===== src/rtl/vga_scan_driver_pkg.sv =====
// Shared display definitions: 640x480@60 timing, coordinate width and RGB333 colours.
// Painters and the scan driver both size their coordinate buses from here.
package vga_scan_driver_pkg;

    localparam int COORD_W = 11;

    localparam int VGA_H_ACTIVE = 640;
    localparam int VGA_H_FP     = 16;
    localparam int VGA_H_SYNC   = 96;
    localparam int VGA_H_BP     = 48;
    localparam int VGA_V_ACTIVE = 480;
    localparam int VGA_V_FP     = 10;
    localparam int VGA_V_SYNC   = 2;
    localparam int VGA_V_BP     = 33;

    typedef logic [COORD_W-1:0] coord_t;

    typedef struct packed {
        logic [2:0] r;
        logic [2:0] g;
        logic [2:0] b;
    } rgb333_t;

    localparam rgb333_t RGB_WHITE = 9'b111_111_111;
    localparam rgb333_t RGB_BLACK = 9'b000_000_000;

endpackage


===== src/rtl/vga_timing_counter.sv =====
// Free-running x/y raster counters with active-area, sync-window and frame-origin decode.
// Counts run through blanking; decode is combinational from the current counts.
module vga_timing_counter
    import vga_scan_driver_pkg::*;
#(
    parameter int H_ACTIVE = VGA_H_ACTIVE,
    parameter int H_FP     = VGA_H_FP,
    parameter int H_SYNC   = VGA_H_SYNC,
    parameter int H_BP     = VGA_H_BP,
    parameter int V_ACTIVE = VGA_V_ACTIVE,
    parameter int V_FP     = VGA_V_FP,
    parameter int V_SYNC   = VGA_V_SYNC,
    parameter int V_BP     = VGA_V_BP
) (
    input  logic   clk,
    input  logic   rst,
    input  logic   pix_en,
    output coord_t x,
    output coord_t y,
    output logic   active,
    output logic   hsync_n,
    output logic   vsync_n,
    output logic   origin
);

    localparam coord_t H_LAST = coord_t'(H_ACTIVE + H_FP + H_SYNC + H_BP - 1);
    localparam coord_t V_LAST = coord_t'(V_ACTIVE + V_FP + V_SYNC + V_BP - 1);
    localparam coord_t H_ACT  = coord_t'(H_ACTIVE);
    localparam coord_t V_ACT  = coord_t'(V_ACTIVE);
    localparam coord_t H_SS   = coord_t'(H_ACTIVE + H_FP);
    localparam coord_t H_SE   = coord_t'(H_ACTIVE + H_FP + H_SYNC);
    localparam coord_t V_SS   = coord_t'(V_ACTIVE + V_FP);
    localparam coord_t V_SE   = coord_t'(V_ACTIVE + V_FP + V_SYNC);

    coord_t x_q, x_d;
    coord_t y_q, y_d;

    always_comb begin
        x_d = x_q;
        y_d = y_q;
        if (pix_en) begin
            if (x_q == H_LAST) begin
                x_d = '0;
                y_d = (y_q == V_LAST) ? '0 : y_q + coord_t'(1);
            end else begin
                x_d = x_q + coord_t'(1);
            end
        end
    end

    always_ff @(posedge clk) begin
        if (!rst) begin
            x_q <= '0;
            y_q <= '0;
        end else begin
            x_q <= x_d;
            y_q <= y_d;
        end
    end

    assign x       = x_q;
    assign y       = y_q;
    assign active  = (x_q < H_ACT) && (y_q < V_ACT);
    assign hsync_n = !((x_q >= H_SS) && (x_q < H_SE));
    assign vsync_n = !((y_q >= V_SS) && (y_q < V_SE));
    assign origin  = (x_q == '0) && (y_q == '0);

endmodule


===== src/rtl/vga_scan_driver.sv =====
// VGA scan driver: presents raster coordinates to the painters and registers
// their hit result into RGB, sync, video_on and frame_start one strobe later.
module vga_scan_driver
    import vga_scan_driver_pkg::*;
#(
    parameter int      H_ACTIVE = VGA_H_ACTIVE,
    parameter int      H_FP     = VGA_H_FP,
    parameter int      H_SYNC   = VGA_H_SYNC,
    parameter int      H_BP     = VGA_H_BP,
    parameter int      V_ACTIVE = VGA_V_ACTIVE,
    parameter int      V_FP     = VGA_V_FP,
    parameter int      V_SYNC   = VGA_V_SYNC,
    parameter int      V_BP     = VGA_V_BP,
    parameter rgb333_t FG_COLOR = RGB_WHITE,
    parameter rgb333_t BG_COLOR = RGB_BLACK
) (
    input  logic               clk,
    input  logic               rst,
    input  logic               pix_en,
    output logic [COORD_W-1:0] x,
    output logic [COORD_W-1:0] y,
    input  logic               hit,
    output logic               hsync,
    output logic               vsync,
    output logic [2:0]         red,
    output logic [2:0]         green,
    output logic [2:0]         blue,
    output logic               video_on,
    output logic               frame_start
);

    logic active, hsync_n, vsync_n, origin;

    vga_timing_counter #(
        .H_ACTIVE (H_ACTIVE),
        .H_FP     (H_FP),
        .H_SYNC   (H_SYNC),
        .H_BP     (H_BP),
        .V_ACTIVE (V_ACTIVE),
        .V_FP     (V_FP),
        .V_SYNC   (V_SYNC),
        .V_BP     (V_BP)
    ) u_timing (
        .clk     (clk),
        .rst     (rst),
        .pix_en  (pix_en),
        .x       (x),
        .y       (y),
        .active  (active),
        .hsync_n (hsync_n),
        .vsync_n (vsync_n),
        .origin  (origin)
    );

    rgb333_t rgb_q, rgb_d;
    logic    hsync_q, hsync_d;
    logic    vsync_q, vsync_d;
    logic    video_on_q, video_on_d;
    logic    frame_start_q, frame_start_d;

    always_comb begin
        rgb_d         = rgb_q;
        hsync_d       = hsync_q;
        vsync_d       = vsync_q;
        video_on_d    = video_on_q;
        // Not held across idle clocks: the pulse must be exactly one clk wide.
        frame_start_d = pix_en && origin;
        if (pix_en) begin
            video_on_d = active;
            rgb_d      = active ? (hit ? FG_COLOR : BG_COLOR) : RGB_BLACK;
            hsync_d    = hsync_n;
            vsync_d    = vsync_n;
        end
    end

    always_ff @(posedge clk) begin
        if (!rst) begin
            rgb_q         <= RGB_BLACK;
            hsync_q       <= 1'b1;
            vsync_q       <= 1'b1;
            video_on_q    <= 1'b0;
            frame_start_q <= 1'b0;
        end else begin
            rgb_q         <= rgb_d;
            hsync_q       <= hsync_d;
            vsync_q       <= vsync_d;
            video_on_q    <= video_on_d;
            frame_start_q <= frame_start_d;
        end
    end

    assign red         = rgb_q.r;
    assign green       = rgb_q.g;
    assign blue        = rgb_q.b;
    assign hsync       = hsync_q;
    assign vsync       = vsync_q;
    assign video_on    = video_on_q;
    assign frame_start = frame_start_q;

endmodule


===== config.mk =====
export PLATFORM = sky130hd
export DESIGN_NAME = vga_scan_driver
export DESIGN_NICKNAME = d
export VERILOG_FILES = /design/src/rtl/vga_scan_driver_pkg.sv /design/src/rtl/vga_timing_counter.sv /design/src/rtl/vga_scan_driver.sv
export SDC_FILE = /design/constraint.sdc
export NUM_CORES = 1
export LEC_CHECK = 0
export ABC_AREA = 0
export CORE_MARGIN = 5
export CORE_UTILIZATION = 51
export DETAILED_ROUTE_END_ITERATION = 16
export GPL_TIMING_DRIVEN = 0
export PLACE_DENSITY = 0.84
export SLEW_MARGIN = 20
export SYNTH_ARGS = -nofsm -noshare
export SYNTH_HDL_FRONTEND = slang
export SYNTH_SLANG_ARGS = --single-unit

===== constraint.sdc =====
create_clock -name clk -period 2.5 [get_ports clk]
set_input_delay 0.5 -clock clk [delete_from_list [all_inputs] [get_ports clk]]
set_output_delay 0.5 -clock clk [all_outputs]
set_load 0.01 [all_outputs]

### After elaboration in Yosys (flattened, before gate mapping)

Cells that the tools add are included.

| storage, ports and cells | value |
|---|---|
| bits in registers | 35 |
| input bits | 4 |
| output and inout bits | 35 |

| cells by class | value |
|---|---|
| add/sub/neg operators | 2 |
| order comparisons | 6 |
| eq/ne operators | 2 |
| mux-type cells | 4 |
| reduce and logical (&&, ||, !) cells | 10 |

Operators with widths:

| operator | number |
|---|---|
| adder 11 x 1 -> 11 bit, second input constant | 2 |
| equality test 11 x 10 -> 1 bit, second input constant | 2 |
| zero test 11 bit | 2 |
| < comparator 11 x 10 -> 1 bit, second input constant | 2 |
| < comparator 11 x 9 -> 1 bit, second input constant | 2 |
| two-way mux 11 bit | 2 |
| two-way mux 9 bit | 2 |
| >= comparator 11 x 10 -> 1 bit, second input constant | 1 |
| >= comparator 11 x 9 -> 1 bit, second input constant | 1 |
| logical AND 1 bit | 5 |
| zero test 1 bit | 2 |
| AND reduction 2 bit | 1 |

### Logic depth before layout (Yosys ltp)

| depth | value |
|---|---|
| depth after elaboration | 3 |
| depth in mapped cells | 6 |

### By module

From an unflattened synthesis, not the netlist that was laid out.

| unflattened totals | value |
|---|---|
| cell total of the unflattened synthesis | 180 |
| area total of the unflattened synthesis | 1,453.9 um2 |

By module, submodules not included:

| module | instances | cells each | area an instance (um2) |
|---|---|---|---|
| vga_timing_counter | 1 | 156 | 1,213.7 |
| vga_scan_driver | 1 | 24 | 240.2 |

### Worst setup path after synthesis

Ideal clock, no wire load.

| timing path | value |
|---|---|
| path type | flip-flop to flip-flop |
| start | register u_timing.x_q[0], in the netlist u_timing.x[0] |
| end | register u_timing.y_q[6], in the netlist u_timing.y[6] |
| setup time | 0.070 ns |
| data arrival time | 1.603 ns |
| path slack | 0.827 ns |
| stages on the path, launching flop included | 7 |
| path buffers | 1 |
| cells stage by stage | dfxtp_1 ha_1 and4_1 nand4_1 buf_2 or3_1 a21oi_1 |

| between the ends | value |
|---|---|
| word-level cells in the longest chain between the ends | 2 |

Ends and longest elaborated chain:

| item | RTL line | source |
|---|---|---|
| start, declared | vga_timing_counter.sv:35 | `coord_t x_q, x_d;` |
| start signal, assigned | vga_timing_counter.sv:53 | `x_q <= '0;` |
| start signal, assigned | vga_timing_counter.sv:56 | `x_q <= x_d;` |
| equality test 11 x 10 -> 1 bit | vga_timing_counter.sv:42 | `if (x_q == H_LAST) begin` |
| AND reduction 2 bit (no source line) | n/a |  |
| end signal, assigned | vga_timing_counter.sv:57 | `y_q <= y_d;` |
| end, declared | vga_timing_counter.sv:36 | `coord_t y_q, y_d;` |

Every way passes these cells.
A chain may end at the register's enable or synchronous reset.

==> results.txt <==
----------------------------------------------------
[Setup path]
  Type of element launching the critical path ... register
  Startpoint of the worst register-to-register path ... u_timing.x[0]$_SDFFE_PN0P_
  Critical Path RT ... 2.00 ns
  Crit Path Max Fanout ... 10
  Launching instance or port of the critical path ... red[1]$_SDFFE_PN0P_
  Crit Path Class ... reg2out
  Kind of capture point of the worst setup path ... output pin
  Worst reg-to-reg setup slack ... approximately 0.65 ns
  Data arrival time at the worst-slack endpoint ... approximately 1.5 ns

[Clocking]
  Number of buffers created by CTS ... 3
  Reg clk slew, reported paths ... 0.13 ns
  Number of sinks driven by the clock tree ... 27
  TritonCTS clock tree ... done
  Count of hold buffers inserted by post-cts repair ... 0
  Clock Root Buffer ... clkbuf_4
  Post-CTS setup buffer count ... 0
  Latest clock arrival within the worst-skew pair ... 0.32 ns
  Clock tree buffer depth ... 2
  Number of levels the H-tree was split into ... 1
  Cts repair resizes ... 0

[Synthesis]
  Number of flops mapped to enable cells by yosys ... 0
  Synthesized-area fraction occupied by ao, oa, aoi and oai cells ... 0.1154
  Distinct cell type count of the synthesized netlist ... 43
  Synthesis Warnings ... 0
  Simple-gate portion of the synthesized area ... 0.3075
  Cells taking the most area after synthesis ... dfxtp_1 (38%), nor2_1 (5.0%), buf_4 (4.2%)
  Largest family of logic cells by synthesized area ... simple AND/OR/NAND/NOR gates
  Synth Register Bits ... 27
  Post-synth top area share ... 0.3806
  Xor and xnor fraction of the mapped netlist area ... 0.06784
  Multiplexer share of the synthesized area ... 0.007048
  Mapped Area ... 1420 sq um
  Async set or reset register ratio after synthesis ... 0
  Synthesized netlist net count ... about 180
  Library cell with the largest summed area after synthesis ... dfxtp_1
  Post-synthesis instance total ... 167
  Proportion of synthesized chip area in sequential cells ... 0.3806
  Adder-cell area share of the yosys netlist ... 0.03524
  Mapped Avg Cell Area ... 8.504 sq um
  Most used flip-flop cell after synthesis ... dfxtp_1

[Power]
  Leakage ... just over 0.7 nW
  Worst ir drop on vdd ... 301.3 uV
  Power consumption ... 0.7085 mW
  Power density of the placed cells ... 381.8 nW/um^2

[Final layout]
  Fraction of final layout cells with drive strength greater than 1 ... 0.1058
  Number of non-filler instances in the completed layout ... 239
  Diode insertion count for antenna repair ... 0
  FILL cells ... 239
  Final net count ... approximately 220
  Syn-to-layout area delta ... 30.66%

[GRT]
  Number of antenna violations at the first check in global routing ... 0
  First-pass GRT wire length ... 5830 um
  Sum of overflow across all layers after global routing ... 0
  Maximum number of pins on one net before global-route repair ... 15
  Global-route usage over all layers ... 0.1745
  Via count of the first global-routing pass ... ~1,300

[Placed design]
  Final GP Congestion ... 0.7908
  DP HPWL ... 2631 um
  I/O Buffers ... 37
  Placed Instances ... ~240

[Floorplan]
  Top Ports ... 39
  Row count ... 19
  Effective utilization at floorplan ... 0.5240
  Die Wd ... 62.77 um
  Placeable core area ... 2710 sq um
  Total Die Area ... slightly below 4000 sq um
  Die height ... 62.77 um

[Detailed routing]
  Routed via count ... 1,357
  Routed wire length per instance ... about 14 um
  Drt first pass iters ... 4
  Initial DRC Count ... 50
  Mean number of vias per cell ... 5.678
  DRT Wirelength ... 3311 um
  Drt drc ... 0
  Count of nets left with antenna violations after detail routing ... 0

[STA]
  Final Setup Violations ... 0
  Min Tclk post-route ... 2.020 ns
  Total negative slack ... 0 ns
  Final clock skew ... ~0.0063 ns
  Slew of the pin with the lowest slew margin ... 0.4547 ns
  Count of pins over their slew limit ... 0
  Max_slew headroom ... 0.6969
  Final Hold Violating Endpoints ... 0
  Fraction of the cycle the final worst path needs ... 0.8079
  RSZ-0062 raised after global routing ... no
  Achievable Freq ... between 0.4 and 0.5 GHz

[Status]
  Run status ... completed

[Min path]
  HP Start ... rst
  Min-Delay Path Class ... in2reg

[Flow run]
  Number of max-cap violations ... 0

----------------------------------------------------
report_power, final:
group	leakage, nW	switching [mW]	internal [mW]
clock	0.0150	0.121	0.0624
sequential	0.219	0.00738	0.437
combinational	0.483	0.0351	0.0454
flip-flops by register name, indices dropped and copies added, names as in the netlist:
name         cells
u_timing.y      11
vsync            1
video_on         1
red              1
frame_start      1
hsync            1
u_timing.x      11
layout by cell type (no fill, tap or decap), types with 2 or more instances in the layout:
cell	count
ha_1	4
clkdlybuf4s50_1	37
and4_1	2
buf_4	8
nor2_1	19
o211a_1	2
or4_1	2
nand4_1	7
dfxtp_1	27
o21ai_0	9
xor2_1	5
buf_2	4
a21oi_1	8
inv_1	8
nor3_1	5
and4_2	2
or3_1	5
xnor2_1	6
clkbuf_4	3
nand3_1	10
nor4_1	3
nand2_1	7
clkbuf_1	3
routing by layer:
metal	wire length (um)	up-vias	track usage
li1	-	675	-
met1	1411	630	0.2064
met2	1656	47	0.3096
met3	202	5	0.03597
met4	40	0	0.05836
met5	0	-	0
stage by stage:
| step | hold WS, ns | utilization | area, sq um | worst slack, ns |
|---|---|---|---|---|
| finish | 0.4951 | 0.6847 | 1856 | 0.4802 |
| global route | 0.4945 | 0.6847 | 1856 | 0.3662 |
| CTS | 0.4921 | 0.6847 | 1856 | 0.4578 |
| detailed placement | 0.4807 | 0.6750 | 1829 | 0.2363 |
| global placement | 0.4666 | 0.6750 | 1829 | 0.2765 |
| floorplan | 0.5152 | - | 1420 | 0.8275 |
worst paths after layout:
kind / to / depth (start not counted)
hold reg to reg: hsync$_SDFFE_PN1P_ / 2
hold / removal: hsync$_SDFFE_PN1P_ / 2
setup reg to reg: u_timing.y[8]$_SDFFE_PN0P_ / 6
setup / recovery: green[0] / 2
logic make-up after synthesis:
group | count (synthesis)
xor+xnor | 11
buf+inv | 23
mux | 1
flops | 27
fa+ha+maj | 4
compound gates | 27
simple gates | 74
final cells by class:
| cell class | count | area (sq um) | area share |
|---|---|---|---|
| clock buffer | 4 | 26.28 | 0.01416 |
| multi-input combinational | 117 | 757.0 | 0.4080 |
| sequential | 27 | 540.5 | 0.2913 |
| buffer | 15 | 92.59 | 0.04990 |
| timing repair buffer | 37 | 370.4 | 0.1996 |
| inverter | 8 | 30.03 | 0.01618 |
| tap | 31 | 38.79 | 0.02090 |
synthesized netlist by cell type, types with 2 or more instances:
| library cell | count |
|---|---|
| o21ai_0 | 9 |
| nor3_1 | 5 |
| a21oi_1 | 8 |
| buf_2 | 4 |
| xnor2_1 | 6 |
| clkbuf_1 | 2 |
| or3_1 | 5 |
| nor2_1 | 19 |
| nor4_1 | 3 |
| and4_1 | 2 |
| nand3_1 | 10 |
| dfxtp_1 | 27 |
| o211a_1 | 2 |
| nand4_1 | 7 |
| or4_1 | 2 |
| buf_4 | 8 |
| ha_1 | 4 |
| xor2_1 | 5 |
| inv_1 | 8 |
| and4_2 | 2 |
| nand2_1 | 7 |
critical path, stage by stage (launching register included):
cell and delay, ns:
dfxtp_1 0.51, buf_4 0.16, clkdlybuf4s50_1 0.53
No activity file was read; power rests on OpenSTA's default activity.
